$ cat src/rtl/ex_muldiv_unit_if.sv
// Execute-stage M-extension bus: operands, forwarding selects, and result handshake.
interface ex_muldiv_unit_if #(
  parameter int unsigned XLEN = 32
);
  logic            start_e;
  logic [2:0]      funct3_e;
  logic [XLEN-1:0] rd1_e;
  logic [XLEN-1:0] rd2_e;
  logic [XLEN-1:0] alu_result_m;
  logic [XLEN-1:0] result_w;
  logic [1:0]      forward_a_e;
  logic [1:0]      forward_b_e;
  logic            flush_e;
  logic            stall_e;
  logic            done_e;
  logic [XLEN-1:0] result_e;

  modport master (
    output start_e, funct3_e, rd1_e, rd2_e, alu_result_m, result_w,
    output forward_a_e, forward_b_e, flush_e,
    input  stall_e, done_e, result_e
  );

  modport slave (
    input  start_e, funct3_e, rd1_e, rd2_e, alu_result_m, result_w,
    input  forward_a_e, forward_b_e, flush_e,
    output stall_e, done_e, result_e
  );
endinterface

$ cat src/rtl/ex_muldiv_unit.sv
// RV32M execute unit: one-cycle registered multiply, XLEN-cycle restoring divide.
module ex_muldiv_unit #(
  parameter int unsigned XLEN = 32
) (
  input  logic              clk,
  input  logic              rst,
  ex_muldiv_unit_if.slave   bus
);
  localparam int unsigned CW = (XLEN > 1) ? $clog2(XLEN) : 1;
  localparam int unsigned PW = 2 * XLEN;

  typedef enum logic [1:0] {S_IDLE, S_MUL, S_DIV, S_DONE} state_t;

  state_t          r_state;
  logic [2:0]      r_funct3;
  logic [XLEN-1:0] r_opa;
  logic [XLEN-1:0] r_opb;
  logic [XLEN-1:0] r_rem;
  logic [XLEN-1:0] r_quo;
  logic [XLEN-1:0] r_dvs;
  logic [XLEN-1:0] r_result;
  logic [CW-1:0]   r_cnt;
  logic            r_sa;
  logic            r_sb;
  logic            r_done;

  logic [XLEN-1:0] w_opa;
  logic [XLEN-1:0] w_opb;
  logic            w_div_sgn;
  logic [XLEN-1:0] w_abs_a;
  logic [XLEN-1:0] w_abs_b;

  // Forwarding muxes; select 11 is reserved and falls back to the register file.
  always_comb begin
    w_opa = bus.rd1_e;
    w_opb = bus.rd2_e;
    case (bus.forward_a_e)
      2'b01:   w_opa = bus.result_w;
      2'b10:   w_opa = bus.alu_result_m;
      default: w_opa = bus.rd1_e;
    endcase
    case (bus.forward_b_e)
      2'b01:   w_opb = bus.result_w;
      2'b10:   w_opb = bus.alu_result_m;
      default: w_opb = bus.rd2_e;
    endcase
  end

  // Divide works on magnitudes; DIV/REM (funct3[0]=0) are the signed ops.
  assign w_div_sgn = ~bus.funct3_e[0];
  assign w_abs_a   = (w_div_sgn & w_opa[XLEN-1]) ? -w_opa : w_opa;
  assign w_abs_b   = (w_div_sgn & w_opb[XLEN-1]) ? -w_opb : w_opb;

  // Multiply: extend each operand by one bit with its own signedness, keep 2*XLEN.
  logic                 w_mul_sa;
  logic                 w_mul_sb;
  logic signed [XLEN:0] w_a_ext;
  logic signed [XLEN:0] w_b_ext;
  logic signed [PW-1:0] w_prod;
  logic [XLEN-1:0]      w_mul_res;

  assign w_mul_sa  = (r_funct3[1:0] != 2'b11);
  assign w_mul_sb  = ~r_funct3[1];
  assign w_a_ext   = {w_mul_sa & r_opa[XLEN-1], r_opa};
  assign w_b_ext   = {w_mul_sb & r_opb[XLEN-1], r_opb};
  assign w_prod    = PW'(w_a_ext) * PW'(w_b_ext);
  assign w_mul_res = (r_funct3[1:0] == 2'b00) ? w_prod[XLEN-1:0] : w_prod[PW-1:XLEN];

  // One restoring step: shift in the next dividend bit, subtract if it fits.
  logic [XLEN:0]   w_rem_sh;
  logic [XLEN:0]   w_diff;
  logic            w_ge;
  logic [XLEN-1:0] w_rem_nx;
  logic [XLEN-1:0] w_quo_nx;
  logic [XLEN-1:0] w_q_fix;
  logic [XLEN-1:0] w_r_fix;
  logic [XLEN-1:0] w_div_res;

  assign w_rem_sh = {r_rem, r_quo[XLEN-1]};
  assign w_diff   = w_rem_sh - {1'b0, r_dvs};
  assign w_ge     = ~w_diff[XLEN];
  assign w_rem_nx = w_ge ? w_diff[XLEN-1:0] : w_rem_sh[XLEN-1:0];
  assign w_quo_nx = {r_quo[XLEN-2:0], w_ge};

  // Sign fix-up, with divide-by-zero overriding the iterated result.
  always_comb begin
    w_q_fix = (r_sa ^ r_sb) ? -w_quo_nx : w_quo_nx;
    w_r_fix = r_sa ? -w_rem_nx : w_rem_nx;
    if (r_opb == '0) begin
      w_q_fix = '1;
      w_r_fix = r_opa;
    end
    w_div_res = r_funct3[1] ? w_r_fix : w_q_fix;
  end

  // Control FSM with operand capture, divide datapath and result register.
  always_ff @(posedge clk) begin
    if (rst) begin
      r_state  <= S_IDLE;
      r_funct3 <= '0;
      r_opa    <= '0;
      r_opb    <= '0;
      r_rem    <= '0;
      r_quo    <= '0;
      r_dvs    <= '0;
      r_result <= '0;
      r_cnt    <= '0;
      r_sa     <= 1'b0;
      r_sb     <= 1'b0;
      r_done   <= 1'b0;
    end else begin
      r_done <= 1'b0;
      case (r_state)
        S_IDLE: begin
          if (bus.start_e && !bus.flush_e) begin
            r_funct3 <= bus.funct3_e;
            r_opa    <= w_opa;
            r_opb    <= w_opb;
            r_rem    <= '0;
            r_quo    <= w_abs_a;
            r_dvs    <= w_abs_b;
            r_sa     <= w_div_sgn & w_opa[XLEN-1];
            r_sb     <= w_div_sgn & w_opb[XLEN-1];
            r_cnt    <= '0;
            r_state  <= bus.funct3_e[2] ? S_DIV : S_MUL;
          end
        end
        S_MUL: begin
          if (bus.flush_e) begin
            r_state <= S_IDLE;
          end else begin
            r_result <= w_mul_res;
            r_done   <= 1'b1;
            r_state  <= S_DONE;
          end
        end
        S_DIV: begin
          if (bus.flush_e) begin
            r_state <= S_IDLE;
          end else begin
            r_rem <= w_rem_nx;
            r_quo <= w_quo_nx;
            r_cnt <= r_cnt + CW'(1);
            if (r_cnt == CW'(XLEN - 1)) begin
              r_result <= w_div_res;
              r_done   <= 1'b1;
              r_state  <= S_DONE;
            end
          end
        end
        S_DONE:  r_state <= S_IDLE;
        default: r_state <= S_IDLE;
      endcase
    end
  end

  // Stall is combinational so the start cycle itself already holds the front end.
  assign bus.stall_e  = ((r_state == S_IDLE) & bus.start_e & ~bus.flush_e) |
                        (r_state == S_MUL) | (r_state == S_DIV);
  assign bus.done_e   = r_done;
  assign bus.result_e = r_result;
endmodule
$ cat src/flat_wrapper.sv
// flat-port wrapper written by rule: the top's interface ports become plain ports
module ex_muldiv_unit_flat 
#(
  parameter int unsigned XLEN = 32
)
  (clk, rst, bus_start_e, bus_funct3_e, bus_rd1_e, bus_rd2_e, bus_alu_result_m, bus_result_w, bus_forward_a_e, bus_forward_b_e, bus_flush_e, bus_stall_e, bus_done_e, bus_result_e);
  ex_muldiv_unit_if #(.XLEN(XLEN)) bus_i ();
  input  logic clk;
  input  logic rst;
  input wire logic [$bits(bus_i.start_e)-1:0] bus_start_e;
  input wire logic [$bits(bus_i.funct3_e)-1:0] bus_funct3_e;
  input wire logic [$bits(bus_i.rd1_e)-1:0] bus_rd1_e;
  input wire logic [$bits(bus_i.rd2_e)-1:0] bus_rd2_e;
  input wire logic [$bits(bus_i.alu_result_m)-1:0] bus_alu_result_m;
  input wire logic [$bits(bus_i.result_w)-1:0] bus_result_w;
  input wire logic [$bits(bus_i.forward_a_e)-1:0] bus_forward_a_e;
  input wire logic [$bits(bus_i.forward_b_e)-1:0] bus_forward_b_e;
  input wire logic [$bits(bus_i.flush_e)-1:0] bus_flush_e;
  output wire logic [$bits(bus_i.stall_e)-1:0] bus_stall_e;
  output wire logic [$bits(bus_i.done_e)-1:0] bus_done_e;
  output wire logic [$bits(bus_i.result_e)-1:0] bus_result_e;
  assign bus_i.start_e = bus_start_e;
  assign bus_i.funct3_e = bus_funct3_e;
  assign bus_i.rd1_e = bus_rd1_e;
  assign bus_i.rd2_e = bus_rd2_e;
  assign bus_i.alu_result_m = bus_alu_result_m;
  assign bus_i.result_w = bus_result_w;
  assign bus_i.forward_a_e = bus_forward_a_e;
  assign bus_i.forward_b_e = bus_forward_b_e;
  assign bus_i.flush_e = bus_flush_e;
  assign bus_stall_e = bus_i.stall_e;
  assign bus_done_e = bus_i.done_e;
  assign bus_result_e = bus_i.result_e;
  ex_muldiv_unit #(.XLEN(XLEN)) u_core (.clk(clk), .rst(rst), .bus(bus_i));
endmodule
$ cat config.mk
export PLATFORM = sky130hd
export DESIGN_NAME = ex_muldiv_unit_flat
export DESIGN_NICKNAME = d
export VERILOG_FILES = /design/src/rtl/ex_muldiv_unit_if.sv /design/src/rtl/ex_muldiv_unit.sv /design/src/flat_wrapper.sv
export SDC_FILE = /design/constraint.sdc
export NUM_CORES = 2
export LEC_CHECK = 0
export BUFFER_PORTS_ARGS = -buffer_cell sky130_fd_sc_hd__buf_2
export CORE_MARGIN = 4
export CORE_UTILIZATION = 40
export DETAILED_ROUTE_END_ITERATION = 8
export GPL_TIMING_DRIVEN = 0
export SLEW_MARGIN = 20
export SYNTH_ARGS = -nofsm -noshare
export SYNTH_HDL_FRONTEND = slang
export SYNTH_SLANG_ARGS = --single-unit
export TNS_END_PERCENT = 100
$ cat constraint.sdc
create_clock -name clk -period 11.4 [get_ports clk]
set_clock_uncertainty 0.15 [all_clocks]
set_input_delay 3.42 -clock clk [delete_from_list [all_inputs] [get_ports clk]]
set_output_delay 3.42 -clock clk [all_outputs]
set_load 0.05 [all_outputs]
==> impl_metrics.ini <==
[outcome]
status = finished, final reports clean

[timing]
final_max_slew_viol_count = 0
slew_headroom_pct = 7.62
post-route-period-util_pct = 99.3
timing_hold_violations_final = 0
max_slew.worst_pin.slew_ns = 1.39
final.min_clock_period_ns = 11.32
rsz0062_at_grt = no
worst_setup_slack_final_ns = 0.0837
setup_violations = 0
max_clock_freq_ghz = 0.0884

[logic_synthesis]
synth_top_area_cell = sky130_fd_sc_hd__fa_1
synth_area_um2 = 52800
synthesis.instances = 6237
fraction_of_registers_with_async_set_or_reset_after_synthesis_pct = 0
postSynth.topFlopCell = sky130_fd_sc_hd__dfxtp_1
synth_nets = 7759
ys_warn_count = 0
number_of_synthesized_flops_with_an_enable_pin = 0
post-synth-top-count-cell = sky130_fd_sc_hd__inv_1
avgSynthCellArea_um2 = 8.46
synth_top_area_share_pct = 42.7
synth.ff_latch_count = 203
post_synth_num_cell_types = 101
ys_seq_area_share_pct = 7.70
yosys-top-cells-count = sky130_fd_sc_hd__inv_1, sky130_fd_sc_hd__fa_1, sky130_fd_sc_hd__nand2_1, sky130_fd_sc_hd__clkbuf_1, sky130_fd_sc_hd__and2_1
netlist_top_cells_area = sky130_fd_sc_hd__fa_1, sky130_fd_sc_hd__inv_1, sky130_fd_sc_hd__dfxtp_1

[drt]
routed_via_density = 5.68
drt_iter0_drc = 5088
drt_drc_violations_left = 0
postRouteWirelength_um = 221000
drt.antenna.violating_nets = 0
drtPass1Iterations = 7
wl_per_cell_um = 26.9
vias = 46700

[job]
max_cap_violations = 0

[power]
power.density_nw_per_um2 = 98.8
power.share.sequential_pct = 15.8
netSwitchingFraction_pct = 57.3
netSwitchingPower_uw = 3210
total_power_uw = 5610
leakagePower_uw = 0.0267
p_int_uw = 2400
max_rail_drop_vdd_uv = 112
p_comb_share_pct = 70.2
clock_power_share_pct = 14.0

[clock_network]
cts_tree = yes
worst_setup_hold_path_clk_slew_ns = 0.06
cts_max_path_buffers = 3
tritoncts_num_sinks = 203
cts.root.buffer_cell = sky130_fd_sc_hd__clkbuf_16
htree_num_levels = 1
clk-insertion-delay-late_ns = 0.55
cts_buffers = 23

[global_routing]
antenna_violations_before_repair = 23
grt_remaining_overflow = 0
global_route_wire_length_before_repair_um = 322000
maximum_number_of_pins_on_one_net_before_global_route_repair = 24
gr-usage-all-layers_pct = 32.1
grt_pass1_vias = 48000

[place]
gpl.final_weighted_congestion = 1.04
numPortBuffers = 171
place.detailed.hpwl_um = 185000
post-place-ws_ns = -0.526

[worst_setup_path]
worst_ep_required_time_ns = 11.64
largest_driver_fanout_on_the_critical_path = 10
startpoint_type = register
timing.critical_path.arrival_ns = 11.56
critical_path.endpoint_type = register
timing_worst_setup_path_type = reg -> reg

[die]
fp.dieArea_um2 = 138000
die-width_um = 371
initial_utilization_pct = 40.2
die_height_um = 371
placementRows = 133
pin_count = 173
floorplan.core_area_um2 = 131000

[hold_path]
hold_class = reg -> reg

[layout]
final_layout_size_suffix_gt1_share_pct = 4.82
area.growth.synth_to_final_pct = 7.47
nets = 7959
seq_cell_area_um2 = 4060
fillers = 13300
multi_input_comb_area_um2 = 42700
metrics by stage:
stage | utilization [%] | TNS [ns] | hold WS (ns) | cell area [µm²] | cells
final | 43.2 | 0 | 0.317 | 56700 | 8219
after global routing | 43.2 | 0 | 0.327 | 56700 | 8209
after CTS | 43.1 | 0 | 0.321 | 56700 | 8204
after detailed placement | 42.6 | -2.46 | 0.313 | 55900 | 8165
after global placement | 42.5 | -2.77 | 0.301 | 55800 | 8163
after floorplan | - | 0 | 0.302 | 52800 | 6237
cell families after synthesis:
kind of cell	after synthesis	share of synthesized area (%)
XOR/XNOR	207	3.45
flip-flops	203	7.70
adder cells (fa/ha/maj)	1383	48.8
buffers and inverters	1589	11.4
multiplexers	30	0.604
AND/OR/NAND/NOR	1878	16.2
AO/OA/AOI/OAI	947	11.9
flip-flops by register name (all words and copies together), names as in the netlist:
| signal | count |
|---|---|
| u_core.r_sb | 1 |
| u_core.bus.result_e | 32 |
| u_core.r_opa | 32 |
| u_core.r_sa | 1 |
| u_core.r_funct3 | 2 |
| u_core.r_dvs | 32 |
| u_core.r_opb | 31 |
| u_core.r_state | 2 |
| u_core.r_quo | 32 |
| u_core.r_cnt | 5 |
| u_core.bus.done_e | 1 |
| u_core.r_rem | 32 |
power groups by stage:
stage | sequential, µW | clock, µW | combinational, µW
floorplan | 901 | 0 | 2310
global placement | 895 | 0 | 3750
detailed placement | 896 | 0 | 3770
CTS | 884 | 785 | 3800
global route | 893 | 814 | 4160
finish | 888 | 784 | 3930
path summary, 6_finish.rpt:
check                                             start                      end  slack, ns  cells past startpoint
worst max-delay path                   u_core.r_opa[14]  u_core.bus.result_e[17]       0.08                     26
worst min-delay path            u_core.bus.result_e[12]  u_core.bus.result_e[12]       0.32                      2
worst max register to register         u_core.r_opa[14]  u_core.bus.result_e[17]       0.08                     26
worst min register to register  u_core.bus.result_e[12]  u_core.bus.result_e[12]       0.32                      2
timing repair:
item | CTS | global route
setup endpoints to repair | 7 | 9
hold buffers | 0 | 0
gates resized for setup | 2 | 12
pin swaps | 0 | 0
setup buffers | 0 | 2
metal layers:
metal	global-route usage (%)	vias to the layer above	part of all wire (%)	wire (µm)
li1	-	19700	-	-
met1	40.5	23600	38	83100
met2	49.5	2803	44	96100
met3	7.58	639	11	23500
met4	20.3	6	8.2	18000
met5	0	-	0.020	44
layout make-up:
type                       instances  area share [%]
antenna                           12          0.0529
buffer                           419            2.89
clock buffer                      26            1.05
clock inverter                    14           0.304
inverter                        1169            7.75
multi-input combinational       4445            75.3
sequential                       203            7.16
tap                             1755            3.87
timing repair buffer             176            1.60
worst max-delay path: stages, from the launching register on:
cell and delay, ns:
sky130_fd_sc_hd__dfxtp_1 0.30, sky130_fd_sc_hd__clkbuf_1 1.01, sky130_fd_sc_hd__clkbuf_1 0.87, sky130_fd_sc_hd__nand2_1 0.19, sky130_fd_sc_hd__fa_1 0.58, sky130_fd_sc_hd__inv_1 0.06, sky130_fd_sc_hd__fa_1 0.47, sky130_fd_sc_hd__fa_1 0.56
sky130_fd_sc_hd__inv_1 0.05, sky130_fd_sc_hd__fa_1 0.48, sky130_fd_sc_hd__fa_1 0.53, sky130_fd_sc_hd__inv_1 0.06, sky130_fd_sc_hd__fa_1 0.56, sky130_fd_sc_hd__fa_1 0.44, sky130_fd_sc_hd__fa_1 0.48, sky130_fd_sc_hd__ha_1 0.53
sky130_fd_sc_hd__nand4_1 0.22, sky130_fd_sc_hd__or3_1 0.35, sky130_fd_sc_hd__o22ai_1 0.71, sky130_fd_sc_hd__a211oi_1 0.27, sky130_fd_sc_hd__o31ai_2 0.74, sky130_fd_sc_hd__a211oi_1 0.18, sky130_fd_sc_hd__o21bai_1 0.19, sky130_fd_sc_hd__a21oi_1 0.10
sky130_fd_sc_hd__xnor2_1 0.14, sky130_fd_sc_hd__a2111oi_0 0.81, sky130_fd_sc_hd__nor4_1 0.12
layout by cell type (no fill, tap or decap), drive strengths merged, types with 17 or more instances in the layout:
cell type and n:
inv 1168, fa 1126, nand2 915, clkbuf 418, and2 370, nor2 360, a21oi 275, ha 257
dfxtp 203, buf 203, o21ai 198, xnor2 124, xor2 83, a22oi 67, a211oi 66, a221o 62
a21o 53, nor3 43, nand3 40, a31oi 32, o211ai 27, or2 23, o31ai 22, nand4 21
nor4 19, nand2b 18, mux2i 18, o21a 17
Power figures use the tool's default switching activity.
